**config.mk**
```make
export PLATFORM = sky130hd
export DESIGN_NAME = la_axis_arbiter
export DESIGN_NICKNAME = d
export VERILOG_FILES = /design/src/rtl/la_pkg.sv /design/src/rtl/axis_reg_slice.sv /design/src/rtl/la_axis_arbiter.sv
export SDC_FILE = /design/constraint.sdc
export NUM_CORES = 1
export LEC_CHECK = 0
export ABC_AREA = 0
export BUFFER_PORTS_ARGS = -buffer_cell sky130_fd_sc_hd__buf_2
export CAP_MARGIN = 20
export CORE_ASPECT_RATIO = 0.7
export CORE_MARGIN = 1
export CORE_UTILIZATION = 35
export CTS_CLUSTER_SIZE = 40
export DETAILED_ROUTE_END_ITERATION = 10
export PLACE_DENSITY = 0.69
export RECOVER_POWER = 100
export SLEW_MARGIN = 20
export SYNTH_ARGS = -nofsm -noshare
export SYNTH_HDL_FRONTEND = slang
export SYNTH_HIERARCHICAL = 1
export SYNTH_SLANG_ARGS = --single-unit
```
**constraint.sdc**
```tcl
create_clock -name axis_clk -period 3.55 [get_ports axis_clk]
set_input_delay 0.1775 -clock axis_clk [delete_from_list [all_inputs] [get_ports axis_clk]]
set_output_delay 0.1775 -clock axis_clk [all_outputs]
set_load 0.01 [all_outputs]
```
**src/rtl/la_pkg.sv**
```systemverilog
// Shared definitions for the logic-analyzer uplink arbiter.
// State encodings, source ids and stream width helpers.
package la_pkg;

    typedef enum logic [1:0] {
        ARB_IDLE   = 2'b00,
        ARB_GNT_UP = 2'b01,
        ARB_GNT_LA = 2'b10,
        ARB_BAD    = 2'b11
    } arb_state_t;

    localparam logic SRC_UP = 1'b0;
    localparam logic SRC_LA = 1'b1;

    function automatic int keep_width(input int dw);
        return dw / 8;
    endfunction

endpackage

```
**src/rtl/axis_reg_slice.sv**
```systemverilog
// One-stage forward register slice for AXI-Stream with a source tag.
// Loads on every accepted beat, drains when the sink takes it.
module axis_reg_slice
    import la_pkg::*;
#(
    parameter int pDATA_WIDTH = 32,
    parameter int pUSER_WIDTH = 2
) (
    input  logic                     clk,
    input  logic                     rst_n,
    input  logic                     s_tvalid,
    input  logic [pDATA_WIDTH-1:0]   s_tdata,
    input  logic [pDATA_WIDTH/8-1:0] s_tstrb,
    input  logic [pDATA_WIDTH/8-1:0] s_tkeep,
    input  logic [pUSER_WIDTH-1:0]   s_tuser,
    input  logic                     s_tlast,
    input  logic                     s_tsrc,
    output logic                     slice_ready,
    output logic [pDATA_WIDTH-1:0]   m_tdata,
    output logic [pDATA_WIDTH/8-1:0] m_tstrb,
    output logic [pDATA_WIDTH/8-1:0] m_tkeep,
    output logic [pUSER_WIDTH-1:0]   m_tuser,
    output logic                     m_tlast,
    output logic                     m_tvalid,
    output logic                     m_tsrc,
    input  logic                     m_tready
);

    assign slice_ready = !m_tvalid || m_tready;

    // Capture an accepted beat, otherwise retire the held one once taken.
    always_ff @(posedge clk) begin
        if (!rst_n) begin
            m_tvalid <= 1'b0;
            m_tdata  <= '0;
            m_tstrb  <= '0;
            m_tkeep  <= '0;
            m_tuser  <= '0;
            m_tlast  <= 1'b0;
            m_tsrc   <= SRC_UP;
        end else if (s_tvalid) begin
            m_tvalid <= 1'b1;
            m_tdata  <= s_tdata;
            m_tstrb  <= s_tstrb;
            m_tkeep  <= s_tkeep;
            m_tuser  <= s_tuser;
            m_tlast  <= s_tlast;
            m_tsrc   <= s_tsrc;
        end else if (m_tready) begin
            m_tvalid <= 1'b0;
        end
    end

endmodule

```
**src/rtl/la_axis_arbiter.sv**
```systemverilog
// Packet-level arbiter sharing the AXIS uplink between user and LA streams.
// Grants last a whole packet; LA high priority is bounded by a starvation guard.
module la_axis_arbiter
    import la_pkg::*;
#(
    parameter int pDATA_WIDTH   = 32,
    parameter int pUSER_WIDTH   = 2,
    parameter int pMAX_HPRI_PKT = 4
) (
    input  logic                     axis_clk,
    input  logic                     axis_rst_n,
    input  logic [pDATA_WIDTH-1:0]   up_tdata,
    input  logic [pDATA_WIDTH/8-1:0] up_tstrb,
    input  logic [pDATA_WIDTH/8-1:0] up_tkeep,
    input  logic [pUSER_WIDTH-1:0]   up_tuser,
    input  logic                     up_tlast,
    input  logic                     up_tvalid,
    output logic                     up_tready,
    input  logic [pDATA_WIDTH-1:0]   la_tdata,
    input  logic [pDATA_WIDTH/8-1:0] la_tstrb,
    input  logic [pDATA_WIDTH/8-1:0] la_tkeep,
    input  logic [pUSER_WIDTH-1:0]   la_tuser,
    input  logic                     la_tlast,
    input  logic                     la_tvalid,
    output logic                     la_tready,
    input  logic                     la_hpri_req,
    output logic [pDATA_WIDTH-1:0]   m_tdata,
    output logic [pDATA_WIDTH/8-1:0] m_tstrb,
    output logic [pDATA_WIDTH/8-1:0] m_tkeep,
    output logic [pUSER_WIDTH-1:0]   m_tuser,
    output logic                     m_tlast,
    output logic                     m_tvalid,
    output logic                     m_tsrc,
    input  logic                     m_tready,
    output logic [1:0]               arb_state
);

    localparam int KW = keep_width(pDATA_WIDTH);
    localparam logic [3:0] MAX_CNT = 4'(pMAX_HPRI_PKT);

    arb_state_t state;
    logic       last_src;
    logic [3:0] hpri_cnt;
    logic       slice_ready;
    logic       up_fire;
    logic       la_fire;
    logic       hpri_win;
    logic       grant_up;
    logic       grant_la;

    logic                   s_tvalid;
    logic [pDATA_WIDTH-1:0] s_tdata;
    logic [KW-1:0]          s_tstrb;
    logic [KW-1:0]          s_tkeep;
    logic [pUSER_WIDTH-1:0] s_tuser;
    logic                   s_tlast;
    logic                   s_tsrc;

    assign arb_state = state;

    // Only the granted source sees the slice's space; IDLE blocks both.
    always_comb begin
        up_tready = (state == ARB_GNT_UP) && slice_ready;
        la_tready = (state == ARB_GNT_LA) && slice_ready;
        up_fire   = up_tvalid && up_tready;
        la_fire   = la_tvalid && la_tready;
    end

    // Steer the granted source into the slice.
    always_comb begin
        s_tvalid = up_fire || la_fire;
        if (state == ARB_GNT_LA) begin
            s_tdata = la_tdata;
            s_tstrb = la_tstrb;
            s_tkeep = la_tkeep;
            s_tuser = la_tuser;
            s_tlast = la_tlast;
            s_tsrc  = SRC_LA;
        end else begin
            s_tdata = up_tdata;
            s_tstrb = up_tstrb;
            s_tkeep = up_tkeep;
            s_tuser = up_tuser;
            s_tlast = up_tlast;
            s_tsrc  = SRC_UP;
        end
    end

    // IDLE decision: bounded LA priority, then round-robin, then any valid.
    always_comb begin
        hpri_win = la_tvalid && la_hpri_req &&
                   (!up_tvalid || (hpri_cnt < MAX_CNT));
        grant_up = 1'b0;
        grant_la = 1'b0;
        if (hpri_win) begin
            grant_la = 1'b1;
        end else if (up_tvalid && la_tvalid) begin
            grant_up = (last_src == SRC_LA);
            grant_la = (last_src == SRC_UP);
        end else begin
            grant_up = up_tvalid;
            grant_la = la_tvalid;
        end
    end

    // Grant FSM: hold the grant until the source's tlast beat is accepted.
    always_ff @(posedge axis_clk) begin
        if (!axis_rst_n) begin
            state    <= ARB_IDLE;
            last_src <= SRC_LA;
            hpri_cnt <= '0;
        end else begin
            case (state)
                ARB_IDLE: begin
                    if (grant_up) begin
                        state    <= ARB_GNT_UP;
                        last_src <= SRC_UP;
                        hpri_cnt <= '0;
                    end else if (grant_la) begin
                        state    <= ARB_GNT_LA;
                        last_src <= SRC_LA;
                        if (hpri_win && up_tvalid && (hpri_cnt < MAX_CNT))
                            hpri_cnt <= hpri_cnt + 4'd1;
                    end
                end
                ARB_GNT_UP: begin
                    if (up_fire && up_tlast)
                        state <= ARB_IDLE;
                end
                ARB_GNT_LA: begin
                    if (la_fire && la_tlast)
                        state <= ARB_IDLE;
                end
                default: state <= ARB_IDLE;
            endcase
        end
    end

    axis_reg_slice #(
        .pDATA_WIDTH (pDATA_WIDTH),
        .pUSER_WIDTH (pUSER_WIDTH)
    ) u_slice (
        .clk         (axis_clk),
        .rst_n       (axis_rst_n),
        .s_tvalid    (s_tvalid),
        .s_tdata     (s_tdata),
        .s_tstrb     (s_tstrb),
        .s_tkeep     (s_tkeep),
        .s_tuser     (s_tuser),
        .s_tlast     (s_tlast),
        .s_tsrc      (s_tsrc),
        .slice_ready (slice_ready),
        .m_tdata     (m_tdata),
        .m_tstrb     (m_tstrb),
        .m_tkeep     (m_tkeep),
        .m_tuser     (m_tuser),
        .m_tlast     (m_tlast),
        .m_tvalid    (m_tvalid),
        .m_tsrc      (m_tsrc),
        .m_tready    (m_tready)
    );

endmodule

```
==> flow_metrics.py, run 1 <==
metrics = {
    "finish": {
        "nets": 552,
        "antennaDiodeCount": 0,
        "drive_gt1_share_pct": 24.1,
        "fillCellCount": 781,
        "area_growth_pct": 28.0,
    },
    "synth": {
        "ys_ff_latch": 52,
        "synth_area_sq_mm": 0.00265,
        "synth_commonest_cells": "nand2_1, dfxtp_1, nor2b_1",
        "synth_edf_count": 0,
        "yosysMostFrequentCell": "nand2_1",
        "ys_top_cells_by_area": "dfxtp_1, nand2_1, mux2i_1, nor2b_1, buf_12",
        "synth_top_area_share_pct": 39.3,
        "ys.flop_type": "dfxtp_1",
        "yosysTopAreaCell": "dfxtp_1",
        "yosysWarningCount": 6,
        "avgSynthCellArea_sq_um": 8.08,
        "async_flop_share_pct": 0,
        "synthDistinctLibCells": 36,
        "ys_seq_area_share_pct": 39.3,
        "netlist_instances": 328,
        "synth_nets": 421,
    },
    "routing": {
        "wl_um": 6170,
        "firstDrtPassIters": 5,
        "route.met2.wl_um": 2790,
        "wl_per_cell_um": 11.1,
        "highest_layer": "met4",
        "first_iter_violations": 112,
        "num_vias": 2498,
        "wl_met3_um": 474,
        "via_per_inst": 4.48,
        "routedLengthMet1_um": 2860,
        "drcViolationCount": 0,
        "postRouteAntennaNets": 0,
    },
    "critical_path": {
        "cpPeakStageDelay_ns": 0.78,
        "critPathMostFrequentCell": "nor2b_1",
        "critPathArrivalTime_ns": 2.78,
        "crit_fanout": 26,
        "worstSetupPathType": "flip-flop to flip-flop",
        "cp-end-kind": "flip-flop",
        "crit_path_start_kind": "flip-flop",
        "path_cells": "nor2b_1 > a22oi_1 > nor2_4 > clkbuf_2 > mux2i_1 > nor2b_1",
        "crit_required_ns": 3.74,
        "critical_path.slowest_cell": "clkbuf_2",
        "reg2reg_slack_ns": 0.97,
    },
    "clocking": {
        "clockRootBuffer": "clkbuf_8",
        "ctsResizeCount": 0,
        "clock-sinks": 52,
        "tritoncts": "built",
        "htreeDepth": 2,
        "cts.path.max_buffers": 2,
        "cts_buffers": 5,
        "insertion_delay_ns": 0.30,
        "clkTransAtPathRegs_ns": 0.09,
        "cts_setup_buffers": 0,
        "ctsHoldBuffers": 0,
    },
    "timing": {
        "fin_skew_ns": 0.00535,
        "finalHoldViolCount": 0,
        "max-slew-margin-rel_pct": 43.6,
        "worstMarginPinSlew_ns": 0.847,
        "fmax_mhz": 387,
        "setup_viol": 0,
        "fin_hold_ws_ns": 0.191,
        "period_share_pct": 72.8,
        "setup_tns_ns": 0,
        "rsz0062_at_grt": "false",
        "drv_slew": 0,
        "fin_crit_ns": 2.58,
    },
    "global_routing": {
        "grt_pass1_vias": 2173,
        "grt_max_degree": 53,
        "grt_overflow": 0,
        "antenna_found_initial": 0,
        "grt_util_all_layers_pct": 15.3,
        "grt_pass1_wl_um": 9650,
    },
    "placed_design": {
        "place.gp.congestion": 0.807,
        "io_buffers": 140,
        "dp_hpwl_um": 4440,
    },
    "power_and_ir_drop": {
        "irDropWorstVdd_mv": 0.175,
        "leakage_nw": 1.56,
        "powerDensity_mw_per_mm2": 399,
    },
    "floorplan": {
        "dieArea_sq_mm": 0.00793,
        "initial_core_util_pct": 36.2,
        "die_x_um": 106,
        "std_cell_rows": 26,
        "coreArea_sq_mm": 0.00732,
        "fp.dieH_um": 74.8,
        "ios": 141,
    },
    "worst_hold_path": {
        "worstHoldPathType": "primary input to flip-flop",
    },
    "status": {
        "outcome": "finished, final reports clean",
    },
    "flow_run": {
        "max_cap_viol_count": 0,
    },
}
cells in the final DEF, fill, tap and decap left out, types with 2 or more instances in the layout:
cell,count
a31oi_1,3
buf_2,92
buf_4,2
clkbuf_1,48
clkbuf_8,6
clkinvlp_4,2
dfxtp_1,52
inv_1,5
mux2i_1,44
nand2_1,131
nor2_1,2
nor2b_1,46
or3b_1,2
worst max-delay path: cells and delay by family, from the launching register on:
kind	cells	cell delay, ns
compound gates	1	0.13
flops	1	0.42
buf+inv	1	0.78
mux	1	0.27
simple gates	3	0.84
per-stage QoR:
stage / total power (W) / setup slack [ns] / utilization, % / std cells / cell area, sq um
after floorplan: 0.000917 / 1.92 / - / 328 / 2650
after global placement: 0.00102 / 1.59 / 46.1 / 550 / 3370
after detailed placement: 0.00104 / 1.48 / 46.1 / 550 / 3370
after CTS: 0.00139 / 1.46 / 47.4 / 558 / 3470
after global routing: 0.00145 / 0.727 / 46.3 / 558 / 3390
final: 0.00135 / 0.967 / 46.3 / 558 / 3390
layer usage:
layer / up-vias / GRT usage, %
li1: 1308 / -
met1: 1080 / 18.3
met2: 105 / 27.5
met3: 5 / 4.33
met4: 0 / 4.17
met5: - / 0
cell type report:
class                   count  area [sq um]  share of cell area [%]
repair buffers            143           661                    19.5
multi-input cells         251          1450                    42.7
clock inverters             2          15.0                   0.443
flip-flops and latches     52          1040                    30.7
well taps                  98           123                    3.62
inverters                   6          22.5                   0.664
clock buffers               6          82.6                    2.44
flip-flops by register name, indices dropped and copies added, names as in the netlist, 2 cells and up:
name             cells
arb_state            2
hpri_cnt             4
u_slice/m_tdata     32
u_slice/m_tkeep      4
u_slice/m_tstrb      4
u_slice/m_tuser      2
report_power, final:
part	total, W	switching (W)	internal (W)
Combinational	0.000351	0.000192	0.000158
Clock	0.000349	0.000191	0.000158
Sequential	0.000652	0.0000261	0.000626
worst paths after layout:
check	from	endpoint	cells after the start
max	arb_state[0]$_SDFFE_PN0P_	u_slice/m_tkeep[0]$_SDFFE_PN0P_	6
min reg2reg	hpri_cnt[1]$_SDFFE_PN0P_	hpri_cnt[1]$_SDFFE_PN0P_	1
min	la_tvalid	last_src$_SDFFE_PN1P_	2
max reg2reg	arb_state[0]$_SDFFE_PN0P_	u_slice/m_tkeep[0]$_SDFFE_PN0P_	6
cells by family (layout without fill, tap and decap cells):
kind of cell	count (synthesis)	count (layout)	share of synthesized area, %
compound gates	13	13	3.92
mux	44	44	16.6
flops	52	52	39.3
buf+inv	25	157	6.42
fa+ha+maj	1	1	0.472
simple gates	193	193	33.3
Power figures use the tool's default switching activity.
==> inputs of run 2 (changes only) <==
- PLACE_DENSITY: 0.69 -> 0.71
- clock period: 3.55 -> 2.3 ns (I/O delays scaled with it)
==> run 2 against run 1 <==
Sequential power is 55% higher. Utilization grew 0.24 points. Non-clock buffer count increased by 1. Sequential cell count did not move. Setup slack got worse by 0.43 ns. Clock skew grew 0.0012 ns. Highest routed layer unchanged. Power rose by 59%. Die area unchanged. Register-to-register slack worse by 0.43 ns. Final area increased by 0.52%. First-iteration DRC count shrank 11%. Routed wire length hardly changed. Largest cell class unchanged.
==> flow_metrics.py, run 2 (synthesis results as in run 1) <==
metrics = {
    "critical_path": {
        "cp-end-kind": "flip-flop",
        "critPathArrivalTime_ns": 1.95,
        "critical_path.slowest_cell": "clkbuf_2",
        "crit_required_ns": 2.49,
        "cpPeakStageDelay_ns": 0.44,
        "path_depth": 6,
        "crit_fanout": 16,
        "critPathMostFrequentCell": "nor2b_1",
        "r2r_cells": 6,
        "path_cells": "nor2b_1 > a22oi_1 > nor2_4 > clkbuf_2 > mux2i_1 > nor2b_1",
        "cp_top_family": "buffers and inverters",
        "worstSetupPathType": "flip-flop to flip-flop",
        "startpoint": "arb_state[0]$_SDFFE_PN0P_",
        "crit_buf_inv": 1,
        "r2r_start": "arb_state[0]$_SDFFE_PN0P_",
        "crit_path_start_kind": "flip-flop",
    },
    "timing": {
        "drv_slew": 0,
        "setup_tns_ns": 0,
        "period_share_pct": 76.6,
        "finalHoldViolCount": 0,
        "setup_viol": 0,
        "worstMarginPinSlew_ns": 0.697,
        "rsz0062_at_grt": "false",
        "worst_slack_ns": 0.537,
        "fin_hold_ws_ns": 0.142,
        "fin_crit_ns": 1.76,
        "fmax_mhz": 567,
        "fin_skew_ns": 0.00657,
        "max-slew-margin-rel_pct": 53.6,
    },
    "status": {
        "outcome": "finished, final reports clean",
    },
    "floorplan": {
        "ios": 141,
        "fp.dieH_um": 74.8,
        "std_cell_rows": 26,
        "initial_core_util_pct": 36.2,
        "coreArea_sq_mm": 0.00732,
        "dieArea_sq_mm": 0.00793,
        "die_x_um": 106,
    },
    "clocking": {
        "cts_setup_buffers": 0,
        "ctsHoldBuffers": 0,
        "insertion_delay_ns": 0.30,
        "clkTransAtPathRegs_ns": 0.09,
        "cts_buffers": 5,
        "tritoncts": "built",
        "ctsResizeCount": 0,
        "clock-sinks": 52,
        "clockRootBuffer": "clkbuf_8",
        "htreeDepth": 2,
        "cts.path.max_buffers": 2,
    },
    "power_and_ir_drop": {
        "powerDensity_mw_per_mm2": 632,
        "irDropWorstVdd_mv": 0.324,
        "leakage_nw": 1.58,
    },
    "global_routing": {
        "grt_max_degree": 53,
        "grt_pass1_vias": 2216,
        "grt_util_all_layers_pct": 15.4,
        "grt_overflow": 0,
        "grt_pass1_wl_um": 9690,
        "antenna_found_initial": 0,
    },
    "finish": {
        "drive_gt1_share_pct": 24.1,
        "antennaDiodeCount": 0,
        "largest_reg_flops": 32,
        "top_register": "u_slice/m_tdata",
        "design_area_sq_mm": 0.00341,
        "post-route-util_pct": 46.6,
        "nets": 553,
        "layout_commonest_cell": "nand2_1",
        "area_growth_pct": 28.6,
        "layout_common_cells": "nand2_1, buf_2, dfxtp_1, clkbuf_1, nor2b_1",
    },
    "routing": {
        "wl_per_cell_um": 11.0,
        "drcViolationCount": 0,
        "postRouteAntennaNets": 0,
        "num_vias": 2500,
        "wl_um": 6170,
        "firstDrtPassIters": 4,
        "via_per_inst": 4.47,
        "first_iter_violations": 100,
    },
    "placed_design": {
        "io_buffers": 140,
        "place.gp.congestion": 0.793,
        "place_ws_ns": 0.585,
        "dp_hpwl_um": 4420,
        "dpl-instance-area_sq_mm": 0.00337,
    },
    "flow_run": {
        "max_cap_viol_count": 0,
    },
    "worst_hold_path": {
        "hold_path_depth": 2,
        "min_from": "la_tvalid",
        "worstHoldPathType": "primary input to flip-flop",
    },
}
run 2: changes by cell type in the layout (fill, tap and decap cells not counted), sizes merged:
cell      change
buf           +1
bufinv        +1
clkinv        +1
clkinvlp      -2
run 2: power breakdown:
part	internal, W	total, W	switching, W
Combinational	0.000245	0.000542	0.000297
Clock	0.000323	0.000605	0.000282
Sequential	0.000966	0.00101	0.0000402
Total	0.00153	0.00215	0.000619
run 2: path summary, 6_finish.rpt:
check / endpoint / slack, ns
min: last_src$_SDFFE_PN1P_ / 0.14
max reg2reg: u_slice/m_tkeep[3]$_SDFFE_PN0P_ / 0.54
max: u_slice/m_tkeep[3]$_SDFFE_PN0P_ / 0.54
min reg2reg: hpri_cnt[3]$_SDFFE_PN0P_ / 0.51
run 2: cell type report:
type                    instances  area (sq um)
fillers                       774          3910
multi-input cells             251          1450
flip-flops and latches         52          1040
repair buffers                144           668
well taps                      98           123
clock buffers                   6          72.6
clock inverters                 2          35.0
inverters                       6          22.5
run 2: per-layer routing:
metal  global-route usage, %  vias up  routed length [um]
met3                    4.76        5                 413
met1                    18.2     1090                2880
met4                    3.70        0                  41
met2                    27.7       91                2840
met5                       0        -                   0
li1                        -     1314                   -
run 2: worst register-to-register path, stage by stage (launching register included):
cell and delay, ns:
dfxtp_1 0.40, nor2b_1 0.23, a22oi_1 0.13, nor2_4 0.10, clkbuf_2 0.44, mux2i_1 0.27, nor2b_1 0.07
run 2: through the flow:
stage          total power (W)  std cells
2_1_floorplan          0.00141        328
3_3_place_gp           0.00158        551
3_5_place_dp           0.00159        551
4_1_cts                0.00221        559
5_1_grt                0.00229        559
6_report               0.00215        559
==> inputs of run 3 (changes only) <==
- clock period: 2.3 -> 1.6 ns (I/O delays scaled with it)
==> run 3 against run 2 <==
Critical path depth rose by 2. Highest routed layer unchanged. Final area rose by 4.0%. Clock skew rose by 0.0034 ns. Critical endpoint is now u_slice/m_tdata[12]$_SDFFE_PN0P_. Via count rose by 0.40%. Largest cell class unchanged.
==> flow_metrics.py, run 3 (synthesis results as in run 1) <==
metrics = {
    "status": {
        "outcome": "finished, final reports clean",
    },
    "clocking": {
        "cts.path.max_buffers": 2,
        "insertion_delay_ns": 0.29,
        "cts_buffers": 5,
        "clockRootBuffer": "clkbuf_8",
        "tritoncts": "built",
        "clock-sinks": 52,
        "clkTransAtPathRegs_ns": 0.09,
        "htreeDepth": 2,
    },
    "routing": {
        "via_per_inst": 4.46,
        "wl_per_cell_um": 11.2,
        "wl_um": 6280,
        "num_vias": 2510,
        "first_iter_violations": 147,
        "postRouteAntennaNets": 0,
        "firstDrtPassIters": 4,
        "drcViolationCount": 0,
    },
    "timing": {
        "period_share_pct": 94.9,
        "fin_skew_ns": 0.0100,
        "max-slew-margin-rel_pct": 74.5,
        "drv_slew": 0,
        "rsz0062_at_grt": "true",
        "fin_crit_ns": 1.52,
        "finalHoldViolCount": 0,
        "fin_hold_ws_ns": 0.107,
        "worstMarginPinSlew_ns": 0.383,
        "fmax_mhz": 659,
        "setup_viol": 0,
    },
    "critical_path": {
        "critPathMostFrequentCell": "buf_12",
        "worstSetupPathType": "flip-flop to flip-flop",
        "endpoint": "u_slice/m_tdata[12]$_SDFFE_PN0P_",
        "critPathArrivalTime_ns": 1.72,
        "reg2reg_slack_ns": 0.08,
        "crit_buf_inv": 3,
        "cp_top_family": "simple AND/OR/NAND/NOR gates",
        "crit_path_start_kind": "flip-flop",
        "r2r_cells": 8,
        "r2r_end": "u_slice/m_tdata[12]$_SDFFE_PN0P_",
        "crit_required_ns": 1.80,
        "path_depth": 8,
        "cpPeakStageDelay_ns": 0.36,
        "cp-end-kind": "flip-flop",
        "r2r_start": "arb_state[0]$_SDFFE_PN0P_",
        "crit_fanout": 15,
        "path_cells": "nand2b_2 > inv_4 > a22oi_2 > nor2_4 > buf_12 > buf_12 > mux2i_1 > nor2b_1",
        "startpoint": "arb_state[0]$_SDFFE_PN0P_",
        "critical_path.slowest_cell": "dfxtp_2",
    },
    "flow_run": {
        "max_cap_viol_count": 0,
    },
    "finish": {
        "antennaDiodeCount": 0,
        "nets": 558,
        "layout_commonest_cell": "nand2_1",
        "largest_reg_flops": 32,
        "top_register": "u_slice/m_tdata",
        "final_cells": 563,
        "area_growth_pct": 33.7,
        "layout_common_cells": "nand2_1, buf_2, dfxtp_1, nor2b_1, clkbuf_1",
        "drive_gt1_share_pct": 26.7,
    },
    "placed_design": {
        "placedCellCount": 553,
        "dp_hpwl_um": 4570,
        "io_buffers": 140,
        "place.gp.congestion": 0.779,
    },
    "power_and_ir_drop": {
        "leakage_nw": 1.63,
        "powerDensity_mw_per_mm2": 868,
        "irDropWorstVdd_mv": 0.341,
    },
    "floorplan": {
        "die_x_um": 106,
        "dieArea_sq_mm": 0.00793,
        "coreArea_sq_mm": 0.00732,
        "initial_core_util_pct": 36.2,
        "std_cell_rows": 26,
        "fp.dieH_um": 74.8,
        "ios": 141,
    },
    "global_routing": {
        "grt_pass1_wl_um": 9760,
        "antenna_found_initial": 0,
        "grt_overflow": 0,
        "grt_max_degree": 46,
        "grt_pass1_vias": 2114,
        "grt_util_all_layers_pct": 15.6,
    },
    "worst_hold_path": {
        "worstHoldPathType": "primary input to flip-flop",
    },
}
==> run 3: through the flow <==
step                total power [W]  util (%)  area (sq um)  setup TNS (ns)  setup slack [ns]
floorplan                   0.00204         -          2660               0            0.0253
global placement            0.00231      46.8          3420               0             0.144
detailed placement          0.00233      46.8          3420               0            0.0651
CTS                         0.00310      48.0          3510               0            0.0142
global route                0.00329      48.4          3540         -0.0493           -0.0237
finish                      0.00308      48.4          3540               0            0.0818
==> run 3: worst min path at each step <==
stage / start / to / slack [ns] / depth (start not counted)
after detailed placement: la_tvalid / last_src$_SDFFE_PN1P_ / 0.40 / 2
after global routing: la_tvalid / last_src$_SDFFE_PN1P_ / 0.10 / 2
after floorplan: axis_rst_n / arb_state[1]$_SDFFE_PN0P_ / 0.20 / 1
final: la_tvalid / last_src$_SDFFE_PN1P_ / 0.11 / 2
after CTS: la_tvalid / last_src$_SDFFE_PN1P_ / 0.07 / 2
after global placement: la_tvalid / last_src$_SDFFE_PN1P_ / 0.40 / 2
==> run 3: worst register-to-register path, stage by stage, from the launching register on <==
cell and delay (ns):
dfxtp_2 0.36, nand2b_2 0.21, inv_4 0.07, a22oi_2 0.08, nor2_4 0.13, buf_12 0.14
buf_12 0.16, mux2i_1 0.22, nor2b_1 0.06
==> run 3: final cells by class <==
| type | instances | area (sq um) |
|---|---|---|
| fill | 745 | 3780 |
| multi-input combinational | 251 | 1460 |
| sequential | 52 | 1040 |
| timing repair buffer | 149 | 805 |
| tap | 98 | 123 |
| clock buffer | 6 | 82.6 |
| inverter | 6 | 25.0 |
| clock inverter | 1 | 8.76 |
==> run 3: power breakdown <==
group / switching (W) / internal [W]
sequential: 0.0000581 / 0.00139
combinational: 0.000449 / 0.000428
clock: 0.000407 / 0.000346
total: 0.000914 / 0.00216
==> run 3: metal layers <==
| metal | wire [um] | track usage (%) | vias up |
|---|---|---|---|
| met1 | 3050 | 20.0 | 1081 |
| met5 | 0 | 0 | - |
| li1 | - | - | 1330 |
| met4 | 39 | 3.70 | 0 |
| met3 | 465 | 5.02 | 5 |
| met2 | 2730 | 26.0 | 94 |
==> run 3: what timing repair did <==
action / 4_1_cts / 5_1_grt
setup buffers: 0 / 1
hold buffers: 0 / 0
endpoints found under the setup margin: 0 / 31
endpoints found under the hold margin: 0 / 0
gates resized for setup: 0 / 4
